$ cat src/rtl/invaders_input_pkg.sv
// Shared scan codes, control bit positions and coin FSM states
// for the invaders input front-end.
package invaders_input_pkg;

  localparam logic [8:0] KC_UP         = 9'h075;
  localparam logic [8:0] KC_DOWN       = 9'h072;
  localparam logic [8:0] KC_LEFT       = 9'h06B;
  localparam logic [8:0] KC_RIGHT      = 9'h074;
  localparam logic [8:0] KC_FIREA      = 9'h014;
  localparam logic [8:0] KC_FIREB      = 9'h011;
  localparam logic [8:0] KC_FIREC      = 9'h029;
  localparam logic [8:0] KC_FIRED      = 9'h012;
  localparam logic [8:0] KC_P2_UP      = 9'h02D;
  localparam logic [8:0] KC_P2_DOWN    = 9'h02B;
  localparam logic [8:0] KC_P2_LEFT    = 9'h023;
  localparam logic [8:0] KC_P2_RIGHT   = 9'h034;
  localparam logic [8:0] KC_P2_FIREA   = 9'h01C;
  localparam logic [8:0] KC_P2_FIREB   = 9'h01B;
  localparam logic [8:0] KC_P2_FIREC   = 9'h021;
  localparam logic [8:0] KC_P2_FIRED   = 9'h01D;
  localparam logic [8:0] KC_START1     = 9'h005;
  localparam logic [8:0] KC_START1_ALT = 9'h016;
  localparam logic [8:0] KC_START2     = 9'h006;
  localparam logic [8:0] KC_START2_ALT = 9'h01E;
  localparam logic [8:0] KC_COIN       = 9'h076;
  localparam logic [8:0] KC_COIN1      = 9'h02E;
  localparam logic [8:0] KC_COIN2      = 9'h036;

  localparam int BIT_RIGHT = 0;
  localparam int BIT_LEFT  = 1;
  localparam int BIT_DOWN  = 2;
  localparam int BIT_UP    = 3;
  localparam int BIT_FIREA = 4;
  localparam int BIT_FIREB = 5;
  localparam int BIT_FIREC = 6;
  localparam int BIT_FIRED = 7;

  // Held-key vector: one bit per mapped code so aliases release independently
  localparam int K_P1   = 0;
  localparam int K_P2   = 8;
  localparam int K_S1   = 16;
  localparam int K_S2   = 18;
  localparam int K_COIN = 20;
  localparam int NKEYS  = 23;

  typedef enum logic [1:0] {
    IDLE,
    PULSE,
    WAIT_REL
  } coin_st_t;

  function automatic logic [NKEYS-1:0] key_sel(
    input logic [8:0] code
  );
    key_sel = '0;
    case (code)
      KC_RIGHT:      key_sel[K_P1+BIT_RIGHT] = 1'b1;
      KC_LEFT:       key_sel[K_P1+BIT_LEFT]  = 1'b1;
      KC_DOWN:       key_sel[K_P1+BIT_DOWN]  = 1'b1;
      KC_UP:         key_sel[K_P1+BIT_UP]    = 1'b1;
      KC_FIREA:      key_sel[K_P1+BIT_FIREA] = 1'b1;
      KC_FIREB:      key_sel[K_P1+BIT_FIREB] = 1'b1;
      KC_FIREC:      key_sel[K_P1+BIT_FIREC] = 1'b1;
      KC_FIRED:      key_sel[K_P1+BIT_FIRED] = 1'b1;
      KC_P2_RIGHT:   key_sel[K_P2+BIT_RIGHT] = 1'b1;
      KC_P2_LEFT:    key_sel[K_P2+BIT_LEFT]  = 1'b1;
      KC_P2_DOWN:    key_sel[K_P2+BIT_DOWN]  = 1'b1;
      KC_P2_UP:      key_sel[K_P2+BIT_UP]    = 1'b1;
      KC_P2_FIREA:   key_sel[K_P2+BIT_FIREA] = 1'b1;
      KC_P2_FIREB:   key_sel[K_P2+BIT_FIREB] = 1'b1;
      KC_P2_FIREC:   key_sel[K_P2+BIT_FIREC] = 1'b1;
      KC_P2_FIRED:   key_sel[K_P2+BIT_FIRED] = 1'b1;
      KC_START1:     key_sel[K_S1]           = 1'b1;
      KC_START1_ALT: key_sel[K_S1+1]         = 1'b1;
      KC_START2:     key_sel[K_S2]           = 1'b1;
      KC_START2_ALT: key_sel[K_S2+1]         = 1'b1;
      KC_COIN:       key_sel[K_COIN]         = 1'b1;
      KC_COIN1:      key_sel[K_COIN+1]       = 1'b1;
      KC_COIN2:      key_sel[K_COIN+2]       = 1'b1;
      default:       key_sel = '0;
    endcase
  endfunction

endpackage

$ cat src/rtl/invaders_frame_pulse.sv
// VBlank rising-edge strobe plus an 8-bit frame counter that
// saturates at LIMIT; clr has priority over counting.
module invaders_frame_pulse #(
  parameter int unsigned LIMIT = 4
) (
  input  logic       clk,
  input  logic       rst_n,
  input  logic       vblank,
  input  logic       clr,
  output logic       tick,
  output logic [7:0] cnt
);

  localparam logic [7:0] MAX = 8'(LIMIT);

  logic vb_q;

  assign tick = vblank & ~vb_q;

  always_ff @(posedge clk or negedge rst_n) begin
    if (!rst_n) begin
      vb_q <= 1'b0;
      cnt  <= '0;
    end else begin
      vb_q <= vblank;
      if (clr)
        cnt <= '0;
      else if (tick && cnt != MAX)
        cnt <= cnt + 8'd1;
    end
  end

endmodule

$ cat src/rtl/invaders_input_ctrl.sv
// PS/2 + joystick merge, coin pulse shaper and optional fireA
// autofire (enabled by defining INVADERS_AUTOFIRE_EN).
module invaders_input_ctrl
  import invaders_input_pkg::*;
#(
  parameter int unsigned COIN_FRAMES = 4,
  parameter int unsigned AF_FRAMES   = 3
) (
  input  logic        Clk,
  input  logic        Rst_n,
  input  logic [10:0] ps2_key,
  input  logic [15:0] joy1,
  input  logic [15:0] joy2,
  input  logic        VBlank,
  input  logic        autofire,
  output logic [7:0]  p1,
  output logic [7:0]  p2,
  output logic        start1,
  output logic        start2,
  output logic        coin
);

  localparam logic [7:0] COIN_MAX = 8'(COIN_FRAMES);
  localparam logic [7:0] AF_LAST  = 8'(AF_FRAMES - 1);

  logic             tog_q;
  logic             ev;
  logic [NKEYS-1:0] sel;
  logic [NKEYS-1:0] key_st;

  assign ev  = tog_q ^ ps2_key[10];
  assign sel = key_sel(ps2_key[8:0]);

  always_ff @(posedge Clk or negedge Rst_n) begin
    if (!Rst_n) begin
      tog_q  <= 1'b0;
      key_st <= '0;
    end else begin
      tog_q <= ps2_key[10];
      if (ev)
        key_st <= (key_st & ~sel)
                | (sel & {NKEYS{ps2_key[9]}});
    end
  end

  logic [7:0] p1_raw;
  logic [7:0] p2_raw;
  logic [7:0] p1_nxt;
  logic [7:0] p2_nxt;
  logic       raw;

  assign p1_raw = key_st[K_P1 +: 8] | joy1[7:0];
  assign p2_raw = key_st[K_P2 +: 8] | joy2[7:0];
  assign raw    = |key_st[K_COIN +: 3]
                | joy1[10] | joy2[10];

  coin_st_t   st;
  coin_st_t   st_nxt;
  logic       coin_nxt;
  logic       coin_clr;
  logic       coin_tick;
  logic [7:0] coin_cnt;

  invaders_frame_pulse #(
    .LIMIT(COIN_FRAMES)
  ) u_coin_frames (
    .clk   (Clk),
    .rst_n (Rst_n),
    .vblank(VBlank),
    .clr   (coin_clr),
    .tick  (coin_tick),
    .cnt   (coin_cnt)
  );

  // raw is ignored inside PULSE so blips cannot stretch or restart it
  always_comb begin
    st_nxt   = st;
    coin_nxt = 1'b0;
    coin_clr = 1'b0;
    unique case (st)
      IDLE: begin
        coin_clr = 1'b1;
        if (raw) begin
          st_nxt   = PULSE;
          coin_nxt = 1'b1;
        end
      end
      PULSE: begin
        if (coin_cnt == COIN_MAX)
          st_nxt = raw ? WAIT_REL : IDLE;
        else
          coin_nxt = 1'b1;
      end
      WAIT_REL: begin
        coin_clr = 1'b1;
        if (!raw)
          st_nxt = IDLE;
      end
      default: st_nxt = IDLE;
    endcase
  end

`ifdef INVADERS_AUTOFIRE_EN
  logic [1:0][7:0] raw_pl;
  logic [1:0]      fire_out;

  assign raw_pl = {p2_raw, p1_raw};

  for (genvar g = 0; g < 2; g++) begin : g_af
    logic       on;
    logic       wrap;
    logic       clr;
    logic       tick;
    logic [7:0] cnt;
    logic       off_q;

    assign on   = autofire & raw_pl[g][BIT_FIREA];
    assign wrap = tick && cnt == AF_LAST;
    assign clr  = ~on | wrap;

    invaders_frame_pulse #(
      .LIMIT(AF_FRAMES)
    ) u_af (
      .clk   (Clk),
      .rst_n (Rst_n),
      .vblank(VBlank),
      .clr   (clr),
      .tick  (tick),
      .cnt   (cnt)
    );

    // off_q=0 means "fire asserted" so every press starts in phase 1
    always_ff @(posedge Clk or negedge Rst_n) begin
      if (!Rst_n)
        off_q <= 1'b0;
      else if (!on)
        off_q <= 1'b0;
      else if (wrap)
        off_q <= ~off_q;
    end

    assign fire_out[g] = on ? ~off_q
                            : raw_pl[g][BIT_FIREA];
  end

  assign p1_nxt = {p1_raw[7:5], fire_out[0], p1_raw[3:0]};
  assign p2_nxt = {p2_raw[7:5], fire_out[1], p2_raw[3:0]};

  logic unused_sigs;
  assign unused_sigs = ^{joy1[15:11], joy2[15:11],
                         coin_tick};
`else
  assign p1_nxt = p1_raw;
  assign p2_nxt = p2_raw;

  logic unused_sigs;
  assign unused_sigs = ^{joy1[15:11], joy2[15:11],
                         coin_tick, autofire, AF_LAST};
`endif

  always_ff @(posedge Clk or negedge Rst_n) begin
    if (!Rst_n) begin
      st     <= IDLE;
      coin   <= 1'b0;
      p1     <= '0;
      p2     <= '0;
      start1 <= 1'b0;
      start2 <= 1'b0;
    end else begin
      st     <= st_nxt;
      coin   <= coin_nxt;
      p1     <= p1_nxt;
      p2     <= p2_nxt;
      start1 <= |key_st[K_S1 +: 2] | joy1[8] | joy2[8];
      start2 <= |key_st[K_S2 +: 2] | joy1[9] | joy2[9];
    end
  end

endmodule
$ cat config.mk
export PLATFORM = sky130hd
export DESIGN_NAME = invaders_input_ctrl
export DESIGN_NICKNAME = d
export VERILOG_FILES = /design/src/rtl/invaders_input_pkg.sv /design/src/rtl/invaders_frame_pulse.sv /design/src/rtl/invaders_input_ctrl.sv
export SDC_FILE = /design/constraint.sdc
export NUM_CORES = 1
export LEC_CHECK = 0
export ABC_AREA = 1
export BUFFER_PORTS_ARGS = -buffer_cell sky130_fd_sc_hd__buf_2
export CAP_MARGIN = 20
export CORE_MARGIN = 2
export CORE_UTILIZATION = 45
export CTS_BUF_LIST = sky130_fd_sc_hd__clkbuf_4 sky130_fd_sc_hd__clkbuf_8 sky130_fd_sc_hd__clkbuf_16
export CTS_CLUSTER_DIAMETER = 200
export DETAILED_ROUTE_END_ITERATION = 10
export PLACE_DENSITY_LB_ADDON = 0.2
export SLEW_MARGIN = 20
export SYNTH_ARGS = -nofsm -noshare
export SYNTH_HDL_FRONTEND = slang
export SYNTH_SLANG_ARGS = --single-unit
export TNS_END_PERCENT = 1
$ cat constraint.sdc
create_clock -name Clk -period 3.1 [get_ports Clk]
set_input_delay 0 -clock Clk [delete_from_list [all_inputs] [get_ports Clk]]
set_output_delay 0 -clock Clk [all_outputs]
set_load 0.03 [all_outputs]
== Yosys cells after proc, flatten, opt, wreduce, memory -nomap -nowiden ==
Cells that the tools add are included.

* Register bits: 54
* Bits of input ports: 47
* Output and inout port bits: 19
* Logic and storage cells: 98

* Add/subtract/negate cells: 1
* Equal/unequal tests: 30
* Muxes and demuxes: 34
* Bitwise logic cells: 15
* Reductions and logical operators: 8

{| class="wikitable"
|+ Operator list
! cell !! count
|-
| $eq 9x5->1 const B || 8
|-
| $eq 9x6->1 const B || 8
|-
| $and 23x23->23 || 2
|-
| $eq 9x7->1 const B || 5
|-
| $mux 1 || 26
|-
| $not 23->23 || 1
|-
| $or 23x23->23 || 1
|-
| $eq 9x3->1 const B || 2
|-
| $mux 8 || 2
|-
| $or 8x8->8 || 2
|-
| $add 8x1->8 const B || 1
|-
| $eq 8x3->1 const B || 1
|-
| $mux 2 || 4
|-
| $ne 8x3->1 const B || 1
|-
| $ne 2x2->1 const B || 3
|-
| $or 1x1->1 || 6
|-
| $pmux 2 s3 || 1
|-
| $reduce_or 2->1 || 3
|-
| $reduce_and 3->1 || 1
|-
| $reduce_or 3->1 || 1
|-
| $eq 2x1->1 const B || 1
|-
| $eq 2x2->1 const B || 1
|-
| $logic_not 2->1 || 1
|-
| $pmux 1 s2 || 1
|-
| 5 further kinds || 5
|}

== Longest topological paths before layout ==
* Word-level depth: 6
* Mapped depth: 9
* Mapped depth without buffers: 9

== Hierarchy ==
From an unflattened synthesis, not the netlist that was laid out.

* Cells, all modules: 344
* Area total of the unflattened synthesis: 2805.2 µm²

{| class="wikitable"
|+ Modules (own cells, without submodules)
! module !! instances !! cells each !! area an instance (µm²) !! sequential area each (µm²)
|-
| invaders_input_ctrl || 1 || 268 || 2200.9 || 1126.1
|-
| invaders_frame_pulse || 1 || 76 || 604.3 || 225.2
|}

== Worst setup path after synthesis ==
OpenSTA, ideal clock, no wires.

* Kind: register to register
* From: register u_coin_frames.cnt[0]
* To: register u_coin_frames.cnt[5]
* Setup time: 118 ps
* Data arrival time: 1131 ps
* Required time: 2982 ps
* Slack: 1851 ps
* Stages on the path, launching flop included: 9
* Buffers on the path: 0
* Period minus slack after synthesis: 1249 ps
* Cell sequence: dfrtp_1 inv_1 ha_1 nand3_2 nor2_4 nor2_4 nor2_8 nand2_1 nand2_1

* Cells in the longest elaborated chain, start to end: 3
* Elaborated cells on any way between the ends: 6
* Those cells by class: 1 x add/sub; 1 x eq/ne; 2 x mux; 2 x reduce/logical

{| class="wikitable"
|+ Ends and longest elaborated chain
! what !! RTL line !! source
|-
| start, declared || invaders_frame_pulse.sv:11 || <nowiki>output logic [7:0] cnt</nowiki>
|-
| start signal, assigned || invaders_frame_pulse.sv:29 || <nowiki>cnt <= cnt + 8'd1;</nowiki>
|-
| $add 8x1->8 / $ne 8x3->1 (equally long branches) || invaders_frame_pulse.sv:29, invaders_frame_pulse.sv:28 ||
|-
| $mux 8 / $logic_and 1x1->1 (equally long branches) || invaders_frame_pulse.sv:28 || <nowiki>else if (tick && cnt != MAX)</nowiki>
|-
| $mux 8 / $reduce_bool 2->1 (equally long branches) || n/a ||
|}

Parallel ways exist; a longest one is shown, timed or not. The select of a mux whose other input is x is not followed.
A chain may end at the register's enable or synchronous reset.

==> impl_metrics.ini <==
[die]
ios = 66
dieArea_um2 = 6319
core_um2 = 5507
die_h_um = 79.50
die_w_um = 79.50
fp-row-count = 27
start_util_pct = 46.58

[timing]
tns_ns = 0
rsz0062_at_grt = no
drv_slew = 0
min_period_over_period_pct = 55.72
setup_violations = 0
worstMarginPinSlew_ns = 0.8548
skew_ns = 0.005199
relSlewSlack_pct = 43.01
fin_crit_ns = 1.727
timing_hold_violations_final = 0
max_freq_mhz = 579.0

[logic_synthesis]
synth_edf_count = 0
synth_cells = 311
synth_compound_area_share_pct = 3.805
synth_top_family_by_area = simple AND/OR/NAND/NOR gates
synth_area_leaders = dfrtp_1 (53%), nand2_1 (13%), inv_1 (5.4%)
yosys.area.top_type = dfrtp_1
ys_types = 25
ys_dominant_reg_cell = dfrtp_1
yosysWarnings = 0
yosys.area.top_type_share_pct = 52.68
netlist_area_um2 = 2565
synth-async-reset-ratio_pct = 100.0
synth-simple-area-share_pct = 34.29
synth_mux_area_share_pct = 0
ys_ff_latch = 54
synth_fp_nets = 360
synthAdderAreaFrac_pct = 0.9756
seq_area_frac_synth_pct = 52.68
syn_avg_cell_area_um2 = 8.247
synthXorXnorAreaFrac_pct = 1.024

[power_and_ir_drop]
power_leakage_nw = 1.614
power_density_nw_per_um2 = 455.2
total_power_w = 0.001461
ir_drop_uv = 273.8

[clocking]
path_clk_slew_ns = 0.10
cts_setup_buffers = 0
cts_tree = built
htreeDepth = 2
clock-sinks = 54
cts_max_path_buffers = 2
clock_latency_ns = 0.31
cts_buffers = 5
cts_root_buffer = clkbuf_8

[finish]
n_antenna_cell = 0
fin_util_pct = 58.30
multiInputGateArea_um2 = 1028
fill_cells = 518
area_growth_pct = 25.17
fin_nets = 438
layout.area.seq_um2 = 1351
fin_cells = 462
layout-drive-gt1-share_pct = 22.31

[setup_path]
critical_path_class = register to register
worst_setup_path_end_kind = register
cp.arrival_ns = 1.91
cp.required_ns = 3.28
start_kind = register
critPathMaxFanout = 21

[detailed_routing]
drt_iter0_drc = 59
postRouteAntennaNets = 0
vias = 2186
route.detailed.drc = 0
vias_per_cell = 4.732
dr.pass1.iters = 4
wl_per_cell_um = 10.94
finalWirelength_mm = 5.055

[global_route]
grt_max_degree = 41
overflow = 0
grt_pass1_vias = 2124
track_usage_pct = 17.64
grt_first_pass_wirelength_mm = 8.763
antenna_found_initial = 0

[placement]
dpl.hpwl_mm = 3.658
io_buffers = 54
place_congestion = 0.8758
place_inst = 431

[hold_path]
hp-class = primary input to register

[outcome]
status = complete, no violations

[job]
maxCapViolCount = 0
-- cell type report --
| type | count | area share [%] |
|---|---|---|
| inverters | 38 | 4.443 |
| repair buffers | 78 | 15.82 |
| multi-input cells | 212 | 32.03 |
| clock buffers | 5 | 2.143 |
| clock inverters | 3 | 0.6625 |
| flip-flops and latches | 54 | 42.09 |
| well taps | 72 | 2.806 |
-- cells by family after synthesis --
| kind of cell | count (synthesis) |
|---|---|
| and+or+nand+nor | 189 |
| buffers and inverters | 45 |
| AOI/OAI and AO/OA | 18 |
| adders and majority gates | 2 |
| xor gates and xnor gates | 3 |
| DFF | 54 |
-- worst paths after layout --
kind,start,end,slack [ns],cells past startpoint
worst max register to register,tog_q,register,1.37,8
max in group asynchronous,Rst_n,p2[4],2.04,3
worst min-delay path,ps2_key[9],register,0.02,3
min in group asynchronous,Rst_n,coin,0.33,2
worst min register to register,register,p1[7],0.47,1
worst max-delay path,tog_q,register,1.37,8
-- cells in the mapped netlist, types with 3 or more instances --
cell and n:
nand3_1 24, dfrtp_1 54, nor2_1 32, inv_1 37
nand4_1 16, nand2_1 89, o21ai_1 11, buf_2 4
nor3_1 3, or2_2 16, o21ai_0 3, xor2_1 3
-- per-layer routing --
metal | track usage, % | share of wire (%)
met1 | 21.15 | 45
met2 | 31.09 | 50
met3 | 3.959 | 3.7
met4 | 6.034 | 1.4
met5 | 0 | 0
-- cell usage in the layout, fill, tap and decap left out, types with 3 or more instances in the layout --
cell type	count
o21ai_1	11
xor2_1	3
buf_2	54
dlygate4sd3_1	23
nor3_1	3
nand2_1	89
nor2_1	32
inv_1	37
o21ai_0	3
nand4_1	16
clkbuf_8	5
nand3_1	24
or2_2	16
dfrtp_1	54
-- worst max-delay path, cell delays in order (launching register included) --
cell and delay (ns):
dfrtp_1 0.39, inv_1 0.05, nand2_1 0.04, nand2_1 0.48, nand2_1 0.24, nor2_1 0.17
nand2_1 0.10, nand2_1 0.06, o21ai_1 0.06
-- where the power goes --
part           switching (W)  internal [W]
Clock               0.000231      0.000159
Sequential         0.0000428      0.000751
Combinational       0.000171      0.000106
-- stage by stage --
step | hold WS, ns | area [um^2] | setup WS [ns]
after floorplan | -0.2956 | 2565 | 1.851
after global placement | 0.1225 | 2890 | 1.428
after detailed placement | 0.1239 | 2890 | 1.394
after CTS | 0.007287 | 3211 | 1.396
after global routing | 0.01862 | 3211 | 1.141
final | 0.01812 | 3211 | 1.373
-- repair_timing --
item / 4_1_cts / 5_1_grt
gates resized for setup: 0 / 0
hold buffers: 23 / 0
hold endpoints to repair: 59 / 0
No activity file was read; power rests on OpenSTA's default activity.
